==> src/rtl/vc_demux_pop_pkg.sv <==
// Shared transmission-layer definitions: default word width and FSM encodings.
package vc_demux_pop_pkg;

  localparam int unsigned DW_DEFAULT = 6;
  localparam int unsigned CNT_W      = 8;

  typedef enum logic [1:0] {
    ST_IDLE   = 2'd0,
    ST_ACTIVE = 2'd1,
    ST_HOLD   = 2'd2
  } vc_state_e;

endpackage

==> src/rtl/vc_skid_reg.sv <==
// One-entry skid buffer holding a word whose destination VC was full.
module vc_skid_reg
  import vc_demux_pop_pkg::*;
#(
  parameter int unsigned DW = DW_DEFAULT
) (
  input  logic          clk,
  input  logic          reset,
  input  logic          load,
  input  logic          drain,
  input  logic [DW-1:0] load_data,
  output logic [DW-1:0] data,
  output logic          vld,
  output logic          tgt
);

  logic [DW-1:0] data_q, data_d;
  logic          vld_q, vld_d;
  logic          tgt_q, tgt_d;

  // Load captures word and its routing bit; drain empties the entry.
  always_comb begin
    data_d = data_q;
    vld_d  = vld_q;
    tgt_d  = tgt_q;
    if (drain) begin
      data_d = '0;
      vld_d  = 1'b0;
      tgt_d  = 1'b0;
    end
    if (load) begin
      data_d = load_data;
      vld_d  = 1'b1;
      tgt_d  = load_data[DW-1];
    end
  end

  // Entry storage; reset discards any held word.
  always_ff @(posedge clk) begin
    if (reset) begin
      data_q <= '0;
      vld_q  <= 1'b0;
      tgt_q  <= 1'b0;
    end else begin
      data_q <= data_d;
      vld_q  <= vld_d;
      tgt_q  <= tgt_d;
    end
  end

  assign data = data_q;
  assign vld  = vld_q;
  assign tgt  = tgt_q;

endmodule

==> src/rtl/vc_demux_pop.sv <==
// Pops the main FIFO and steers each word to VC0/VC1 by its top bit,
// stalling through a skid entry when the destination VC is full.
module vc_demux_pop
  import vc_demux_pop_pkg::*;
#(
  parameter int unsigned DW = DW_DEFAULT
) (
  input  logic             clk,
  input  logic             reset,
  input  logic [DW-1:0]    main_data,
  input  logic             main_empty,
  input  logic             vc0_almost_full,
  input  logic             vc1_almost_full,
  input  logic             vc0_full,
  input  logic             vc1_full,
  output logic             main_pop,
  output logic [DW-1:0]    vc0_data,
  output logic [DW-1:0]    vc1_data,
  output logic             vc0_push,
  output logic             vc1_push,
  output logic [CNT_W-1:0] cnt_vc0,
  output logic [CNT_W-1:0] cnt_vc1,
  output logic             idle
);

  vc_state_e state_q, state_d;

  logic             pop_dly_q, pop_dly_d;
  logic [DW-1:0]    vc0_data_q, vc0_data_d;
  logic [DW-1:0]    vc1_data_q, vc1_data_d;
  logic             vc0_push_q, vc0_push_d;
  logic             vc1_push_q, vc1_push_d;
  logic [CNT_W-1:0] cnt_vc0_q, cnt_vc0_d;
  logic [CNT_W-1:0] cnt_vc1_q, cnt_vc1_d;

  logic          skid_load, skid_drain;
  logic [DW-1:0] skid_data;
  logic          skid_vld, skid_tgt;
  logic          in_full_c, skid_full_c;

  // Destination-full flags for the arriving word and for the held word.
  assign in_full_c   = main_data[DW-1] ? vc1_full : vc0_full;
  assign skid_full_c = skid_tgt ? vc1_full : vc0_full;

  vc_skid_reg #(.DW(DW)) u_skid (
    .clk       (clk),
    .reset     (reset),
    .load      (skid_load),
    .drain     (skid_drain),
    .load_data (main_data),
    .data      (skid_data),
    .vld       (skid_vld),
    .tgt       (skid_tgt)
  );

  // State register.
  always_ff @(posedge clk) begin
    if (reset) state_q <= ST_IDLE;
    else       state_q <= state_d;
  end

  // Next-state: HOLD on a blocked arrival, leave HOLD once the skid word drains.
  always_comb begin
    state_d = state_q;
    unique case (state_q)
      ST_IDLE: begin
        if (!main_empty) state_d = ST_ACTIVE;
      end
      ST_ACTIVE: begin
        if (pop_dly_q && in_full_c)        state_d = ST_HOLD;
        else if (main_empty && !pop_dly_q) state_d = ST_IDLE;
      end
      ST_HOLD: begin
        if (skid_vld && !skid_full_c) state_d = main_empty ? ST_IDLE : ST_ACTIVE;
      end
      default: state_d = ST_IDLE;
    endcase
  end

  // Outputs: pop gating, routing of the arriving or held word, counters.
  always_comb begin
    main_pop   = 1'b0;
    vc0_data_d = '0;
    vc1_data_d = '0;
    vc0_push_d = 1'b0;
    vc1_push_d = 1'b0;
    skid_load  = 1'b0;
    skid_drain = 1'b0;

    // Destination unknown before the read, so both almost-full flags gate the pop;
    // a blocked arrival also suppresses the pop so only one word is ever in flight.
    main_pop = !reset && (state_q == ST_ACTIVE) && !main_empty &&
               !vc0_almost_full && !vc1_almost_full &&
               !(pop_dly_q && in_full_c);

    if (pop_dly_q) begin
      if (in_full_c) begin
        skid_load = 1'b1;
      end else if (main_data[DW-1]) begin
        vc1_data_d = main_data;
        vc1_push_d = 1'b1;
      end else begin
        vc0_data_d = main_data;
        vc0_push_d = 1'b1;
      end
    end else if (skid_vld && !skid_full_c) begin
      skid_drain = 1'b1;
      if (skid_tgt) begin
        vc1_data_d = skid_data;
        vc1_push_d = 1'b1;
      end else begin
        vc0_data_d = skid_data;
        vc0_push_d = 1'b1;
      end
    end

    pop_dly_d = main_pop;
    cnt_vc0_d = cnt_vc0_q + CNT_W'(vc0_push_d);
    cnt_vc1_d = cnt_vc1_q + CNT_W'(vc1_push_d);
  end

  // Registered datapath: in-flight flag, VC write ports, counters.
  always_ff @(posedge clk) begin
    if (reset) begin
      pop_dly_q  <= 1'b0;
      vc0_data_q <= '0;
      vc1_data_q <= '0;
      vc0_push_q <= 1'b0;
      vc1_push_q <= 1'b0;
      cnt_vc0_q  <= '0;
      cnt_vc1_q  <= '0;
    end else begin
      pop_dly_q  <= pop_dly_d;
      vc0_data_q <= vc0_data_d;
      vc1_data_q <= vc1_data_d;
      vc0_push_q <= vc0_push_d;
      vc1_push_q <= vc1_push_d;
      cnt_vc0_q  <= cnt_vc0_d;
      cnt_vc1_q  <= cnt_vc1_d;
    end
  end

  // A fresh arrival can never coincide with a held word.
  a_no_pop_in_hold : assert property (@(posedge clk) disable iff (reset)
    !(pop_dly_q && skid_vld));

  assign vc0_data = vc0_data_q;
  assign vc1_data = vc1_data_q;
  assign vc0_push = vc0_push_q;
  assign vc1_push = vc1_push_q;
  assign cnt_vc0  = cnt_vc0_q;
  assign cnt_vc1  = cnt_vc1_q;
  assign idle     = (state_q == ST_IDLE);

endmodule
==> config.mk <==
export PLATFORM = sky130hd
export DESIGN_NAME = vc_demux_pop
export DESIGN_NICKNAME = d
export VERILOG_FILES = /design/src/rtl/vc_demux_pop_pkg.sv /design/src/rtl/vc_skid_reg.sv /design/src/rtl/vc_demux_pop.sv
export SDC_FILE = /design/constraint.sdc
export NUM_CORES = 1
export LEC_CHECK = 0
export ABC_AREA = 0
export CORE_MARGIN = 2
export CORE_UTILIZATION = 47
export CTS_CLUSTER_DIAMETER = 200
export DETAILED_ROUTE_END_ITERATION = 6
export GPL_ROUTABILITY_DRIVEN = 0
export PLACE_DENSITY = 0.79
export SLEW_MARGIN = 20
export SYNTH_ARGS = -nofsm -noshare
export SYNTH_HDL_FRONTEND = slang
export SYNTH_SLANG_ARGS = --single-unit
==> constraint.sdc <==
create_clock -name clk -period 2.3 [get_ports clk]
set_input_delay 0.345 -clock clk [delete_from_list [all_inputs] [get_ports clk]]
set_output_delay 0.345 -clock clk [all_outputs]
set_load 0.01 [all_outputs]
Word-level counts from Yosys, hierarchy flattened:

Index checks and enable logic that the tools add are counted.

* flip-flop bits (word level): 41
* bits in latches: 0
* RAM bits: 0
* memory bits (read-only): 0
* bits of input ports: 13
* output and inout bits: 32
* word-level logic and storage cells: 73
* memories kept: 0

* $add $sub $neg: 2
* multipliers: 0
* divide/modulo/power cells: 0
* order comparisons: 0
* eq/ne operators: 5
* shift operators: 0
* muxes and demuxes: 37
* bitwise logic cells: 0
* reduce and logical (&&, ||, !) cells: 18

Operators with widths (count)
* $mux W6: 10
* $mux W1: 20
* $add A8 B1 Y8: 2
* $mux W5: 2
* $logic_and A1 B1 Y1: 8
* $mux W2: 4
* $logic_not A1 Y1: 7
* $pmux W2 S3: 1
* $ne A2 B2 Y1 const B: 2
* $ne A3 B2 Y1 const B: 1
* $reduce_and A3 Y1: 1
* $eq A2 B1 Y1 const B: 1
* $eq A2 B2 Y1 const B: 1
* $logic_not A2 Y1: 1
* $reduce_bool A2 Y1: 1

Depth between registers and ports, before layout:

* word-level depth: 7
* depth in mapped cells: 9
* mapped depth without buffers: 7

Cells and area by module:

Synthesis repeated with hierarchy kept, for this count alone.

* cell total of the unflattened synthesis: 165
* area, all modules: 1592.8 um^2

By module, submodules not included
* vc_demux_pop: times used 1, cells each 135, area each 1313.8 um^2, seq. area each 660.6 um^2
* vc_skid_reg: times used 1, cells each 30, area each 279.0 um^2, seq. area each 140.1 um^2

Worst setup path before layout:

Ideal clock, no wire load.

* path kind: flip-flop to flip-flop
* start point: register pop_dly_q
* end point: register cnt_vc0_q[6], in the netlist cnt_vc0[6]
* library setup time: 71 ps
* arrival time: 1864 ps
* required time: 2229 ps
* slack: 365 ps
* cell stages (with the launch flop): 9
* buffers on the path: 1
* clock period less this slack: 1935 ps
* cell sequence: dfxtp_1 > buf_2 > nor3b_2 > or2_1 > ha_1 > ha_1 > nand2_1 > or3_1 > a21oi_1

* cells in the longest elaborated chain, start to end: 2

Ends and longest elaborated chain
* start, declared: line vc_demux_pop.sv:28 `logic pop_dly_q, pop_dly_d;`
* start signal, assigned: line vc_demux_pop.sv:133 `pop_dly_q <= pop_dly_d;`
* $mux W1: line vc_demux_pop.sv:96 `if (pop_dly_q) begin`
* net vc0_push_d: line vc_demux_pop.sv:31 `logic vc0_push_q, vc0_push_d;`
* $add A8 B1 Y8: line vc_demux_pop.sv:118 `cnt_vc0_d = cnt_vc0_q + CNT_W'(vc0_push_d);`
* end signal, assigned: line vc_demux_pop.sv:138 `cnt_vc0_q <= cnt_vc0_d;`
* end, declared: line vc_demux_pop.sv:33 `logic [CNT_W-1:0] cnt_vc0_q, cnt_vc0_d;`

The timed path passes the listed nets, and every way through them passes these cells.
A chain may end at the register's enable or synchronous reset.

Final worst setup path:

* start point: register pop_dly_q
* end point: register cnt_vc1_q[4], in the netlist cnt_vc1[4]

* cells in the longest elaborated chain, start to end: 2

Ends and longest elaborated chain
* $mux W1: line vc_demux_pop.sv:96
* net vc1_push_d: line vc_demux_pop.sv:32 `logic vc1_push_q, vc1_push_d;`
* $add A8 B1 Y8: line vc_demux_pop.sv:119 `cnt_vc1_d = cnt_vc1_q + CNT_W'(vc1_push_d);`
* end signal, assigned: line vc_demux_pop.sv:139 `cnt_vc1_q <= cnt_vc1_d;`
* end, declared: line vc_demux_pop.sv:34 `logic [CNT_W-1:0] cnt_vc1_q, cnt_vc1_d;`

The timed path passes the listed nets, and every way through them passes these cells.

==> results.sh <==
export IMPL_rsz0062_at_grt="no"
export IMPL_gr_total_overflow=0
export IMPL_fin_crit_ps=2046
export IMPL_min_path_type="in2reg"
export IMPL_finalCritPeriodShare=0.8897
export IMPL_avgViaCountPerCell=5.289
export IMPL_first_iter_violations=62
export IMPL_rows=21
export IMPL_synth_warnings=0
export IMPL_crit_fanout=14
export IMPL_finalMaxSlewViolations=0
export IMPL_clk_path_buf_depth=2
export IMPL_tritoncts="done"
export IMPL_ys_types=37
export IMPL_rr_worst_depth=7
export IMPL_max_cap_violations=0
export IMPL_drt_total_wl_um=3424
export IMPL_clkTransAtPathRegs_ps=110
export IMPL_ctsHoldBuffers=0
export IMPL_whs_path_depth=3
export IMPL_crit_reg2reg_launch="pop_dly_q"
export IMPL_pin_count=45
export IMPL_dp_hpwl_um=2532
export IMPL_finalSetupViolCount=0
export IMPL_final_util=0.6776
export IMPL_path_class="reg2reg"
export IMPL_core_area_sq_mm=0.003311
export IMPL_cp_required_ps=2540
export IMPL_ant_nets=0
export IMPL_die_w_um=62.40
export IMPL_portBuffers=44
export IMPL_crit_arrival_ps=2280
export IMPL_h_tree_depth=2
export IMPL_die_area_sq_mm=0.003893
export IMPL_peakVddDrop_v=0.0004228
export IMPL_timing_rr_end="cnt_vc1[4]"
export IMPL_drtPass1Iterations=4
export IMPL_fin_setup_tns_ps=0
export IMPL_hold_viol=0
export IMPL_area_growth_synth_to_final_pct=39.97
export IMPL_startpoint="pop_dly_q"
export IMPL_powerDensity_mw_per_mm2=547.9
export IMPL_syn_inst=163
export IMPL_antenna_found_initial=0
export IMPL_grt_start_max_net_pins=33
export IMPL_whs_ps=440.7
export IMPL_drc=0
export IMPL_clock_sinks=40
export IMPL_synth_seq_cells=40
export IMPL_dpl_worst_slack_ps=-76.83
export IMPL_clockRootBuffer="clkbuf_4"
export IMPL_initial_utilization=0.4841
export IMPL_clock_latency_ps=340
export IMPL_rrSetupSlack_ps=250
export IMPL_routedWlPerCell_um=12.87
export IMPL_drive_above_1_share=0.1273
export IMPL_ys_seq_area_frac=0.4996
export IMPL_syn_avg_cell_area_sq_um=9.833
export IMPL_grt_total_usage=0.1865
export IMPL_max_freq_mhz=488.7
export IMPL_antenna_cells=0
export IMPL_cp_end_kind="flip-flop"
export IMPL_grt_pass1_wl_um=5830
export IMPL_p_total_uw=1229
export IMPL_syn_area_sq_mm=0.001603
export IMPL_status="complete, no violations"
export IMPL_layout_setup_ws_ps=253.6
export IMPL_p_leak_uw=0.0008683
export IMPL_num_vias=1407
export IMPL_fin_skew_ps=5.010
export IMPL_endpoint="cnt_vc1[4]"
export IMPL_fin_nets=236
export IMPL_chipHeight_um=62.40
export IMPL_synth_nets=180
export IMPL_critPathLaunchType="flip-flop"
export IMPL_grt_pass1_vias=1298
export IMPL_cts_buffers=5
-- repair_timing --
| item | in CTS | in global routing |
|---|---|---|
| setup endpoints to repair | 0 | 1 |
| buffers inserted | 0 | 0 |
| resized for setup | 0 | 3 |
-- cells in the mapped netlist (all sizes together) --
| master | n | area [sq um] |
|---|---|---|
| nor2 | 18 | 67.56 |
| and4bb | 1 | 12.51 |
| buf | 2 | 16.26 |
| and2 | 3 | 18.77 |
| nor2b | 6 | 37.54 |
| o211ai | 1 | 7.510 |
| clkbuf | 4 | 15.01 |
| a211oi | 1 | 7.510 |
| nand3 | 6 | 30.03 |
| a21oi | 12 | 60.06 |
| nor4 | 2 | 12.51 |
| o22a | 1 | 8.760 |
| mux2 | 1 | 15.01 |
| nor3 | 1 | 10.01 |
| a2111oi | 1 | 8.760 |
| a22oi | 10 | 75.07 |
| ha | 4 | 50.05 |
| nand2 | 6 | 22.52 |
| o21ai | 6 | 30.03 |
| conb | 1 | 3.750 |
| xor2 | 4 | 35.03 |
| nand4 | 2 | 12.51 |
| xnor2 | 2 | 17.52 |
| a221oi | 1 | 26.28 |
| or2 | 3 | 18.77 |
| and3b | 1 | 8.760 |
| a22o | 6 | 52.55 |
| nor3b | 1 | 12.51 |
| nand2b | 3 | 18.77 |
| and3 | 1 | 6.260 |
| inv | 3 | 11.26 |
| or3 | 6 | 37.54 |
| nor4b | 1 | 15.01 |
| mux2i | 2 | 20.02 |
| dfxtp | 40 | 800.8 |
-- cell usage in the layout (no fill, tap or decap), types with 10 or more instances in the layout --
cell,synthesis,layout
clkdlybuf4s50_1,0,42
dfxtp_1,40,40
nor2_1,18,18
a21oi_1,12,12
buf_4,0,11
a22oi_1,10,10
-- stage by stage --
stage | area [sq um] | instances
detailed placement | 2152 | 258
global placement | 2152 | 258
global route | 2243 | 266
finish | 2243 | 266
floorplan | 1603 | 163
CTS | 2232 | 266
-- layer usage --
layer / vias up / track usage / wire [um]
met5: - / 0 / 0
met1: 664 / 0.2137 / 1480
li1: 691 / - / -
met4: 0 / 0.06667 / 59
met3: 6 / 0.05045 / 198
met2: 46 / 0.3342 / 1685
-- where the power goes --
| part | internal, uW | switching, uW |
|---|---|---|
| logic | 39.4 | 36.5 |
| registers | 696 | 2.69 |
| clock network | 227 | 228 |
-- cell type report --
cell class              instances  area [sq um]
clock buffers                   5         37.54
clock inverters                 3         42.54
fillers                       303          1067
inverters                       3         11.26
multi-input cells             114         765.7
flip-flops and latches         40         800.8
well taps                      46         57.56
repair buffers                 55         528.0
-- logic make-up after synthesis --
family	Yosys count	share of synthesized area
flip-flops	40	0.4996
adder cells (fa/ha/maj)	4	0.03123
AO/OA/AOI/OAI	39	0.1725
other	1	0.002340
AND/OR/NAND/NOR	61	0.2131
multiplexers	3	0.02186
buffers and inverters	9	0.02654
XOR/XNOR	6	0.03279
-- worst min path at each step --
stage          slack [ps]          from             end
2_1_floorplan         470  main_data[0]  u_skid.data[0]
3_3_place_gp          470    cnt_vc1[7]      cnt_vc1[7]
3_5_place_dp          490    cnt_vc1[7]      cnt_vc1[7]
4_1_cts               500    cnt_vc1[7]      cnt_vc1[7]
5_1_grt               430  main_data[5]  u_skid.data[5]
6_report              440  main_data[5]  u_skid.data[5]
-- critical path, stage by stage (launching register included) --
cell,delay (ps)
dfxtp_1,630
and4bb_2,290
or2_2,320
ha_1,200
ha_1,220
nand3_1,90
xor2_1,150
nor2_1,50
-- sequential cells by signal (all words and copies together), names as in the netlist --
name and count:
state_q 2, u_skid.vld 1, vc1_push 1, cnt_vc1 8
vc0_data 6, vc0_push 1, pop_dly_q 1, cnt_vc0 8
u_skid.data 6, vc1_data 6
Power figures use the tool's default switching activity.
